### src/rtl/vga_pkg.sv
// Shared widths, screen constants and FSM state type for the
// rectangle fill engine.
package vga_pkg;
    localparam int X_W      = 8;
    localparam int Y_W      = 7;
    localparam int COLOUR_W = 3;
    localparam int MAX_X    = 160;
    localparam int MAX_Y    = 120;

    typedef logic [COLOUR_W-1:0] colour_t;

    typedef enum logic {
        IDLE,
        FILL
    } rect_state_t;
endpackage

### src/rtl/vga_rect_fill_if.sv
// Command and pixel-port bundle between drawing logic and the fill engine.
interface vga_rect_fill_if;
    import vga_pkg::*;

    logic                start;
    logic [X_W-1:0]      x0;
    logic [Y_W-1:0]      y0;
    logic [X_W-1:0]      w;
    logic [Y_W-1:0]      h;
    colour_t             colour_in;
    logic                busy;
    logic                done;
    logic [X_W-1:0]      x;
    logic [Y_W-1:0]      y;
    colour_t             colour;
    logic                plot;

    modport master (
        output start, x0, y0, w, h, colour_in,
        input  busy, done, x, y, colour, plot
    );

    modport slave (
        input  start, x0, y0, w, h, colour_in,
        output busy, done, x, y, colour, plot
    );
endinterface

### src/rtl/vga_rect_fill_raster_counter.sv
// Column/row raster counters for the fill engine; col_nx/row_nx give
// the position that will be current after the next edge.
module raster_counter
    import vga_pkg::*;
(
    input  logic           clk,
    input  logic           rst,
    input  logic           clear,
    input  logic           en,
    input  logic [X_W-1:0] w,
    input  logic [Y_W-1:0] h,
    output logic [X_W-1:0] col_nx,
    output logic [Y_W-1:0] row_nx,
    output logic           last,
    output logic           advance
);
    logic [X_W-1:0] col_q, col_d;
    logic [Y_W-1:0] row_q, row_d;
    logic           col_wrap;

    assign col_wrap = (col_q == w - X_W'(1));
    assign last     = col_wrap && (row_q == h - Y_W'(1));
    assign advance  = en && !last;
    assign col_nx   = col_d;
    assign row_nx   = row_d;

    always_comb begin
        col_d = col_q;
        row_d = row_q;
        if (clear) begin
            col_d = '0;
            row_d = '0;
        end else if (advance) begin
            col_d = col_wrap ? '0 : col_q + X_W'(1);
            row_d = col_wrap ? row_q + Y_W'(1) : row_q;
        end
    end

    always_ff @(posedge clk) begin
        if (rst) begin
            col_q <= '0;
            row_q <= '0;
        end else begin
            col_q <= col_d;
            row_q <= row_d;
        end
    end
endmodule

### src/rtl/vga_rect_fill.sv
// Rectangle fill engine: one pixel per clock in raster order.
// Define VGA_RECT_CLIP_EN to suppress plot for off-screen pixels.
module vga_rect_fill
    import vga_pkg::*;
(
    input  logic           CLOCK_50,
    input  logic           reset,
    vga_rect_fill_if.slave bus
);
    rect_state_t    state_q, state_d;
    logic [X_W-1:0] x0_q, x0_d, w_q, w_d, x_q, x_d;
    logic [Y_W-1:0] y0_q, y0_d, h_q, h_d, y_q, y_d;
    colour_t        fc_q, fc_d, colour_q, colour_d;
    logic           plot_q, plot_d, busy_q, busy_d, done_q, done_d;

    logic           clear, pix_vld, in_scr;
    logic [X_W-1:0] col_nx, bx, px;
    logic [Y_W-1:0] row_nx, by, py;
    colour_t        bc;
    logic           last, advance;
`ifdef VGA_RECT_CLIP_EN
    logic [X_W:0]   ux;
    logic [Y_W:0]   uy;
`endif

    raster_counter u_cnt (
        .clk     (CLOCK_50),
        .rst     (reset),
        .clear   (clear),
        .en      (state_q == FILL),
        .w       (w_q),
        .h       (h_q),
        .col_nx  (col_nx),
        .row_nx  (row_nx),
        .last    (last),
        .advance (advance)
    );

    always_comb begin
        state_d  = state_q;
        x0_d     = x0_q;
        y0_d     = y0_q;
        w_d      = w_q;
        h_d      = h_q;
        fc_d     = fc_q;
        busy_d   = busy_q;
        done_d   = 1'b0;
        clear    = 1'b0;
        pix_vld  = 1'b0;
        unique case (state_q)
            IDLE: begin
                busy_d = 1'b0;
                if (bus.start) begin
                    x0_d = bus.x0;
                    y0_d = bus.y0;
                    w_d  = bus.w;
                    h_d  = bus.h;
                    fc_d = bus.colour_in;
                    if (bus.w == '0 || bus.h == '0) begin
                        done_d = 1'b1;
                    end else begin
                        clear   = 1'b1;
                        pix_vld = 1'b1;
                        busy_d  = 1'b1;
                        state_d = FILL;
                    end
                end
            end
            FILL: begin
                if (advance) begin
                    pix_vld = 1'b1;
                end else if (last) begin
                    done_d  = 1'b1;
                    busy_d  = 1'b0;
                    state_d = IDLE;
                end
            end
            default: state_d = IDLE;
        endcase

        // First pixel comes straight from the command inputs.
        bx = (state_q == IDLE) ? bus.x0 : x0_q;
        by = (state_q == IDLE) ? bus.y0 : y0_q;
        bc = (state_q == IDLE) ? bus.colour_in : fc_q;
`ifdef VGA_RECT_CLIP_EN
        ux     = {1'b0, bx} + {1'b0, col_nx};
        uy     = {1'b0, by} + {1'b0, row_nx};
        px     = ux[X_W-1:0];
        py     = uy[Y_W-1:0];
        in_scr = (int'(ux) < MAX_X) && (int'(uy) < MAX_Y);
`else
        px     = bx + col_nx;
        py     = by + row_nx;
        in_scr = 1'b1;
`endif
        plot_d   = pix_vld && in_scr;
        x_d      = plot_d ? px : x_q;
        y_d      = plot_d ? py : y_q;
        colour_d = plot_d ? bc : colour_q;
    end

    always_ff @(posedge CLOCK_50) begin
        if (reset) begin
            state_q  <= IDLE;
            x0_q     <= '0;
            y0_q     <= '0;
            w_q      <= '0;
            h_q      <= '0;
            fc_q     <= '0;
            x_q      <= '0;
            y_q      <= '0;
            colour_q <= '0;
            plot_q   <= 1'b0;
            busy_q   <= 1'b0;
            done_q   <= 1'b0;
        end else begin
            state_q  <= state_d;
            x0_q     <= x0_d;
            y0_q     <= y0_d;
            w_q      <= w_d;
            h_q      <= h_d;
            fc_q     <= fc_d;
            x_q      <= x_d;
            y_q      <= y_d;
            colour_q <= colour_d;
            plot_q   <= plot_d;
            busy_q   <= busy_d;
            done_q   <= done_d;
        end
    end

    assign bus.x      = x_q;
    assign bus.y      = y_q;
    assign bus.colour = colour_q;
    assign bus.plot   = plot_q;
    assign bus.busy   = busy_q;
    assign bus.done   = done_q;
endmodule

### src/flat_wrapper.sv
// flat-port wrapper written by rule: the top's interface ports become plain ports
module vga_rect_fill_flat import vga_pkg::*;
  (CLOCK_50, reset, bus_start, bus_x0, bus_y0, bus_w, bus_h, bus_colour_in, bus_busy, bus_done, bus_x, bus_y, bus_colour, bus_plot);
  vga_rect_fill_if bus_i ();
  input  logic CLOCK_50;
  input  logic reset;
  input wire logic [$bits(bus_i.start)-1:0] bus_start;
  input wire logic [$bits(bus_i.x0)-1:0] bus_x0;
  input wire logic [$bits(bus_i.y0)-1:0] bus_y0;
  input wire logic [$bits(bus_i.w)-1:0] bus_w;
  input wire logic [$bits(bus_i.h)-1:0] bus_h;
  input wire logic [$bits(bus_i.colour_in)-1:0] bus_colour_in;
  output wire logic [$bits(bus_i.busy)-1:0] bus_busy;
  output wire logic [$bits(bus_i.done)-1:0] bus_done;
  output wire logic [$bits(bus_i.x)-1:0] bus_x;
  output wire logic [$bits(bus_i.y)-1:0] bus_y;
  output wire logic [$bits(bus_i.colour)-1:0] bus_colour;
  output wire logic [$bits(bus_i.plot)-1:0] bus_plot;
  assign bus_i.start = bus_start;
  assign bus_i.x0 = bus_x0;
  assign bus_i.y0 = bus_y0;
  assign bus_i.w = bus_w;
  assign bus_i.h = bus_h;
  assign bus_i.colour_in = bus_colour_in;
  assign bus_busy = bus_i.busy;
  assign bus_done = bus_i.done;
  assign bus_x = bus_i.x;
  assign bus_y = bus_i.y;
  assign bus_colour = bus_i.colour;
  assign bus_plot = bus_i.plot;
  vga_rect_fill u_core (.CLOCK_50(CLOCK_50), .reset(reset), .bus(bus_i));
endmodule
### config.mk
export PLATFORM = sky130hd
export DESIGN_NAME = vga_rect_fill_flat
export DESIGN_NICKNAME = d
export VERILOG_FILES = /design/src/rtl/vga_pkg.sv /design/src/rtl/vga_rect_fill_if.sv /design/src/rtl/vga_rect_fill_raster_counter.sv /design/src/rtl/vga_rect_fill.sv /design/src/flat_wrapper.sv
export SDC_FILE = /design/constraint.sdc
export NUM_CORES = 1
export LEC_CHECK = 0
export ABC_CLOCK_PERIOD_IN_PS = 3910
export BUFFER_PORTS_ARGS = -buffer_cell sky130_fd_sc_hd__buf_2
export CAP_MARGIN = 20
export CORE_MARGIN = 1.5
export CORE_UTILIZATION = 52
export CTS_BUF_LIST = sky130_fd_sc_hd__clkbuf_16
export DETAILED_ROUTE_END_ITERATION = 16
export HOLD_SLACK_MARGIN = 0.08
export PLACE_DENSITY = 0.87
export SLEW_MARGIN = 25
export SYNTH_ARGS = -nofsm -noshare
export SYNTH_HDL_FRONTEND = slang
export SYNTH_HIERARCHICAL = 1
export SYNTH_SLANG_ARGS = --single-unit
### constraint.sdc
create_clock -name CLOCK_50 -period 3.91 [get_ports CLOCK_50]
set_input_delay 0.1955 -clock CLOCK_50 [delete_from_list [all_inputs] [get_ports CLOCK_50]]
set_output_delay 0.1955 -clock CLOCK_50 [all_outputs]
set_load 0.01 [all_outputs]
# After elaboration in Yosys (flattened, before gate mapping)
# Index checks and enable logic that the tools add are counted.
# W data, S select, Z words.
word_totals:
  out_inout_bits: 21
  in_bits: 36
  register_bits: 70
  elab_cells: 58
op_classes:
  eq_ne: 4
  muxes: 25
  n_reduce_logical: 8
  bitwise_logic: 1
  add_sub_neg: 6
op_table:
  columns: ["cell", "count"]
  rows:
  - ["$mux W8", 4]
  - ["$mux W7", 4]
  - ["$mux W1", 12]
  - ["$add A8 B1 Y8 const B", 1]
  - ["$add A8 B8 Y8", 1]
  - ["$eq A8 B8 Y1", 1]
  - ["$logic_not A8 Y1", 1]
  - ["$pmux W1 S2", 4]
  - ["$sub A8 B1 Y8 const B", 1]
  - ["$add A7 B1 Y7 const B", 1]
  - ["$add A7 B7 Y7", 1]
  - ["$eq A7 B7 Y1", 1]
  - ["$logic_not A7 Y1", 1]
  - ["$sub A7 B1 Y7 const B", 1]
  - ["$ne A2 B2 Y1 const B", 2]
  - ["$reduce_and A2 Y1", 2]
  - ["$mux W3", 1]
  - ["$logic_and A1 B1 Y1", 2]
  - ["$logic_not A1 Y1", 1]
  - ["$logic_or A1 B1 Y1", 1]
  - ["$not A1 Y1", 1]

# Logic depth before layout (Yosys ltp)
depth:
  depth_word: 8
  mapped_depth: 19
  ltp_nobuf: 17

# Hierarchy
# The synthesis kept the hierarchy.
modules_own_cells:
  columns: ["mod", "area_per_inst_um2", "n_inst", "cells_per_inst", "seq_area_each_um2"]
  rows:
  - ["vga_rect_fill", 2801.4, 1, 335, 1101.1]
  - ["raster_counter", 1376.3, 1, 172, 300.3]

# Worst setup path before layout
# Ideal clock, no wire load.
synth_timing:
  path_kind: "register to register"
  from: "register u_core.h_q[0]"
  to: "register u_core.y_q[5], in the netlist u_core/bus.y[5]"
  arrival_time_ns: 3.754
  synth_period_minus_slack_ns: 3.822
  required_ns: 3.841
  path_stages_with_launch: 17
  setup_slack_ns: 0.088
  cell_sequence: "dfxtp_1 -> inv_1 -> ha_1 -> nor3b_2 -> mux2_2 -> a22o_1 -> o2111ai_1 -> nor2b_2 -> buf_6 -> nand2_1 -> mux2_1 -> ha_1 -> o21ai_0 -> nor2_1 -> or4_1 -> a41o_1 -> a21oi_2"
synth_between:
  elab_chain_len: 8
  elab_cells_between_ends: 10
  cone_classes: "2 x add/sub; 1 x eq/ne; 4 x mux; 3 x reduce/logical"
synth_rtl:
  columns: ["item", "line", "rtl"]
  rows:
  - ["from (decl)", "vga_rect_fill.sv:12", "logic [Y_W-1:0] y0_q, y0_d, h_q, h_d, y_q, y_d;"]
  - ["from (signal assigned)", "vga_rect_fill.sv:108", "h_q <= '0;"]
  - ["from (signal assigned)", "vga_rect_fill.sv:121", "h_q <= h_d;"]
  - ["$sub A7 B1 Y7", "vga_rect_fill_raster_counter.sv:22", "assign last = col_wrap && (row_q == h - Y_W'(1));"]
  - ["$eq A7 B7 Y1", "vga_rect_fill_raster_counter.sv:22", null]
  - ["$logic_and A1 B1 Y1", "vga_rect_fill_raster_counter.sv:22", null]
  - ["$logic_not A1 Y1", "vga_rect_fill_raster_counter.sv:23", "assign advance = en && !last;"]
  - ["$logic_and A1 B1 Y1", "vga_rect_fill_raster_counter.sv:23", null]
  - ["$mux W7", "vga_rect_fill_raster_counter.sv:33", "end else if (advance) begin"]
  - ["$mux W7", "vga_rect_fill_raster_counter.sv:30", "if (clear) begin"]
  - ["via u_core.row_nx[2]", "vga_rect_fill.sv:18", "logic [Y_W-1:0] row_nx, by, py;"]
  - ["$add A7 B7 Y7", "vga_rect_fill.sv:93", "py = by + row_nx;"]
  - ["to (signal assigned)", "vga_rect_fill.sv:124", "y_q <= y_d;"]
  - ["to (decl)", "vga_rect_fill.sv:12", null]
# The timed path passes the listed nets, and every way through them passes these cells.
# A chain may end at the register's enable or synchronous reset.

# Worst setup path after layout
layout_timing:
  from: "register u_core.w_q[2]"
  to: "register u_core.x_q[6], in the netlist u_core/bus.x[6]"
layout_between:
  elab_chain_len: 8
  elab_cells_between_ends: 11
  cone_classes: "2 x add/sub; 1 x eq/ne; 5 x mux; 3 x reduce/logical"
layout_rtl:
  columns: ["item", "line", "rtl"]
  rows:
  - ["from (decl)", "vga_rect_fill.sv:11", "logic [X_W-1:0] x0_q, x0_d, w_q, w_d, x_q, x_d;"]
  - ["from (signal assigned)", "vga_rect_fill.sv:120", "w_q <= w_d;"]
  - ["$sub A8 B1 Y8 (*)", "vga_rect_fill_raster_counter.sv:21", "assign col_wrap = (col_q == w - X_W'(1));"]
  - ["$eq A8 B8 Y1 (*)", "vga_rect_fill_raster_counter.sv:21", null]
  - ["$logic_and A1 B1 Y1", "vga_rect_fill_raster_counter.sv:22", null]
  - ["$logic_not A1 Y1", "vga_rect_fill_raster_counter.sv:23", null]
  - ["$logic_and A1 B1 Y1", "vga_rect_fill_raster_counter.sv:23", null]
  - ["$mux W8 (*)", "vga_rect_fill_raster_counter.sv:33", null]
  - ["$mux W8 (*)", "vga_rect_fill_raster_counter.sv:30", null]
  - ["via u_core.col_nx[0]", "vga_rect_fill.sv:17", "logic [X_W-1:0] col_nx, bx, px;"]
  - ["$add A8 B8 Y8 (*)", "vga_rect_fill.sv:92", "px = bx + col_nx;"]
  - ["to (signal assigned)", "vga_rect_fill.sv:110", "x_q <= '0;"]
  - ["to (signal assigned)", "vga_rect_fill.sv:123", "x_q <= x_d;"]
  - ["to (decl)", "vga_rect_fill.sv:11", null]
# Mark *: on every way through the listed nets, which the timed path passes. The rest lies on a longest branch.

==> results.rst <==
.. list-table::
   :header-rows: 1

   * - Metric
     - Value
   * - Pre-CTS worst setup slack
     - 0.00216 ns
   * - Fmax
     - 256 MHz
   * - Ant diodes
     - 0
   * - Number of synthesized register bits
     - 70
   * - Final number of hold-violating endpoints
     - 0
   * - Total DRC errors in the routed layout
     - 0
   * - CTS Sinks
     - 70
   * - Number of library cell types mapped by synthesis
     - 68
   * - RR Endpoint
     - u_core/bus.x[6]
   * - Pins over their slew limit
     - 0
   * - Die Y-Extent
     - 92.6 um
   * - Layout cells sized above 1
     - 0.277
   * - Cell depth of the worst hold path
     - 3
   * - Setup crit start kind
     - flip-flop
   * - Sequential cell area fraction in the yosys report
     - 0.335
   * - Insertion delay to the later sink of the worst-skew pair
     - 0.33 ns
   * - Vias per cell
     - 5.85
   * - Total length of routed wires
     - 11100 um
   * - WHS Endpoint
     - u_core/y0_q[1]
   * - Boundary Pins
     - 57
   * - Worst-case hold slack
     - 0.111 ns
   * - Residual antenna-violating net count after detailed routing
     - 0
   * - Non-Filler Instances
     - 679
   * - Most crowded layer after global routing
     - met2
   * - Die Width
     - 92.6 um
   * - Post-synthesis instance area
     - 0.00418 sq mm
   * - First-pass detailed-route iteration total
     - 5
   * - Number of vias after detailed routing
     - 3971
   * - Vias in the first global route
     - 3782
   * - Final critical delay including setup and external delays
     - 3.91 ns
   * - Nets in the synthesized netlist
     - 562
   * - Global Route Usage Sum
     - 0.258
   * - Core region area
     - 0.00777 sq mm
   * - Max-cap viol count
     - 0
   * - Number of buffer cells added on primary ports
     - 56
   * - Met2 usage in global routing
     - 0.439
   * - Arrival time worst endpoint
     - 4.16 ns
   * - TritonCTS clock tree
     - built
   * - Required time of the worst setup path
     - 4.16 ns
   * - Setup crit end kind
     - flip-flop
   * - Half-perimeter wire length of the detailed placement result
     - 7350 um
   * - Post-DR wirelength/cell
     - 16.3 um
   * - Net total in the final layout
     - 627
   * - Standard-cell rows
     - 32
   * - Synthesized area divided by synthesized cell count
     - 8.24 sq um
   * - Initial core utilization
     - 0.538
   * - Crit share post-route
     - 1.00
   * - Dpl cells
     - 654
   * - Mapped Cells
     - 507
   * - Origin of the worst min-delay path
     - bus_y0[1]
   * - Yosys warning count
     - 6
   * - Post-synth EDFFs
     - 0
   * - Antenna violations before repair
     - 0
   * - Least setup slack across all paths after layout
     - 0.00129 ns
   * - H-tree Lvls
     - 3
   * - Clock tree root buffer cell
     - clkbuf_16
   * - Area of the die
     - 0.00858 sq mm
   * - Leakage power figure
     - 2.08 nW
   * - Total clock buffers created by CTS
     - 9
   * - Maximum number of buffers from clock root to sink
     - 2
   * - Status
     - finished, final reports clean
   * - Largest fanout on the critical path
     - 4
   * - Critical path class
     - reg -> reg
   * - Worst slew margin
     - 0.381
   * - Number of buffers inserted for hold repair after clock tree synthesis
     - 0
   * - Commonest non-fill, non-tap cells in the layout
     - nand2_1 (103), dfxtp_1 (70), buf_2 (56), a21oi_1 (51), nor2_1 (37)
   * - Worst flop-to-flop path startpoint
     - u_core/w_q[2]
   * - Grt met1 use
     - 0.317
   * - Leading cell type in the layout, fill and taps excluded
     - nand2_1
   * - Final setup viols
     - 0
   * - Drt initial violations
     - 407
   * - Maximum ir drop on the vdd rail
     - 0.240 mV
   * - Setup repair after global routing missed its margin
     - true
   * - Synth Flop Type
     - dfxtp_1
   * - Worst-Margin Slew
     - 0.928 ns
   * - Global-route wire length before repair
     - 17400 um
   * - Fraction of the core area covered by cells at the end of the flow
     - 0.656
   * - Maximum number of pins on one net before global-route repair
     - 44
   * - Clk slew on worst S/H paths
     - 0.06 ns
   * - Depth of the worst register-to-register path
     - 15
   * - Setup slack of the worst register-to-register path
     - 0.001 ns
   * - Count of fill cells added during filler insertion
     - 597
   * - Setup clock skew after layout
     - 0.00459 ns
   * - Classification of the worst-slack hold path
     - in -> reg
   * - Met3 usage in global routing
     - 0.0460
   * - Async S/R FF share, synth
     - 0
   * - Total global routing overflow
     - 0
   * - Power density normalized to cell area
     - 409 mW/mm^2
   * - Area growth from synthesis to layout
     - 22.0%
   * - Routability Congestion
     - 0.883
-- through the flow --
stage / total power [W] / TNS, ns / instance area (sq um)
2_1_floorplan: 0.00104 / 0 / 4180
3_3_place_gp: 0.00112 / 0 / 4560
3_5_place_dp: 0.00114 / 0 / 4560
4_1_cts: 0.00206 / 0 / 4910
5_1_grt: 0.00216 / -0.181 / 5100
6_report: 0.00208 / 0 / 5100
-- cell usage after synthesis, types with 2 or more instances --
| library cell | number | area [sq um] |
|---|---|---|
| or4_1 | 5 | 37.5 |
| xor2_1 | 11 | 96.3 |
| clkbuf_1 | 16 | 60.1 |
| a31oi_1 | 2 | 12.5 |
| a21oi_1 | 53 | 265 |
| inv_1 | 19 | 71.3 |
| nand2b_1 | 2 | 12.5 |
| mux2_1 | 2 | 22.5 |
| fa_1 | 2 | 40.0 |
| or4_4 | 2 | 22.5 |
| a21oi_2 | 2 | 17.5 |
| o31a_1 | 2 | 17.5 |
| nand3_1 | 6 | 30.0 |
| ha_1 | 17 | 213 |
| o21ai_1 | 2 | 10.0 |
| buf_6 | 2 | 22.5 |
| nor3_1 | 9 | 45.0 |
| o21a_1 | 2 | 15.0 |
| dfxtp_1 | 70 | 1400 |
| mux2i_1 | 14 | 140 |
| a21o_1 | 2 | 15.0 |
| or2_2 | 2 | 12.5 |
| nor2_2 | 2 | 12.5 |
| xnor2_1 | 23 | 201 |
| a211oi_1 | 5 | 37.5 |
| o31ai_1 | 2 | 15.0 |
| nor3b_1 | 4 | 30.0 |
| o21ai_0 | 12 | 60.1 |
| a211oi_2 | 6 | 75.1 |
| mux2_2 | 12 | 135 |
| nand3b_1 | 2 | 15.0 |
| nor2_1 | 38 | 143 |
| nand2_1 | 103 | 387 |
| buf_2 | 4 | 20.0 |
| or3_1 | 9 | 56.3 |
| nor2b_1 | 9 | 56.3 |
-- metal layers --
metal / routed length, um / vias to the layer above
met5: 0 / -
met4: 315 / 0
met3: 786 / 36
met2: 5420 / 183
met1: 4560 / 1878
li1: - / 1874
-- registers in the layout (all words and copies together), names as in the netlist, 7 cells and up --
signal,flops
u_core/u_cnt/col_q,8
u_core/w_q,8
u_core/bus.y,7
u_core/x0_q,8
u_core/u_cnt/row_q,7
u_core/h_q,7
u_core/bus.x,8
u_core/y0_q,7
-- timing repair --
action                     4_1_cts  5_1_grt
gates resized for setup          1       30
setup buffers                    1        8
setup endpoints to repair        2        6
pin swaps                        1       15
-- worst max path at each step --
| stage | start | to | slack [ns] | cells past startpoint |
|---|---|---|---|---|
| 2_1_floorplan | u_core/h_q[0] | u_core/bus.y[5] | 0.09 | 16 |
| 5_1_grt | u_core/w_q[2] | u_core/bus.x[6] | -0.12 | 15 |
| 3_5_place_dp | u_core/w_q[1] | u_core/bus.x[6] | 0.002 | 15 |
| 4_1_cts | u_core/h_q[1] | u_core/bus.x[6] | 0.03 | 18 |
| 3_3_place_gp | u_core/w_q[1] | u_core/bus.y[5] | 0.14 | 14 |
| 6_report | u_core/w_q[2] | u_core/bus.x[6] | 0.001 | 15 |
-- logic make-up (layout without fill, tap and decap cells) --
group	after synthesis	after routing	share of synthesized area
AND/OR/NAND/NOR	207	207	0.244
AO/OA/AOI/OAI	105	105	0.168
flip-flops	70	70	0.335
buffers and inverters	43	113	0.0461
XOR/XNOR	34	34	0.0713
multiplexers	29	29	0.0749
adder cells (fa/ha/maj)	19	19	0.0605
-- worst max-delay path, cell delays in order, from the launching register on --
cell	delay, ns
dfxtp_1	0.31
or4_4	0.56
or4b_4	0.52
a21oi_2	0.14
o211ai_1	0.15
o21ai_2	0.30
xor2_2	0.12
nor2_1	0.18
ha_2	0.24
inv_2	0.05
fa_2	0.39
nor2b_2	0.15
o31a_1	0.23
nor3b_4	0.23
o31ai_2	0.09
a21oi_1	0.15
-- report_power, final --
part / switching, W / total (W) / internal [W] / leakage (nW)
combinational: 0.000214 / 0.000378 / 0.000164 / 1.34
clock: 0.000304 / 0.000923 / 0.000619 / 0.167
sequential: 0.0000284 / 0.000783 / 0.000755 / 0.573
total: 0.000546 / 0.00208 / 0.00154 / 2.08
-- layout make-up --
type / count / area, sq um / area share
multi-input cells: 394 / 2710 / 0.532
inverters: 19 / 71.3 / 0.0140
clock inverters: 7 / 113 / 0.0221
flip-flops and latches: 70 / 1400 / 0.275
clock buffers: 9 / 225 / 0.0442
repair buffers: 78 / 445 / 0.0874
well taps: 102 / 128 / 0.0250
No activity file was read; power rests on OpenSTA's default activity.
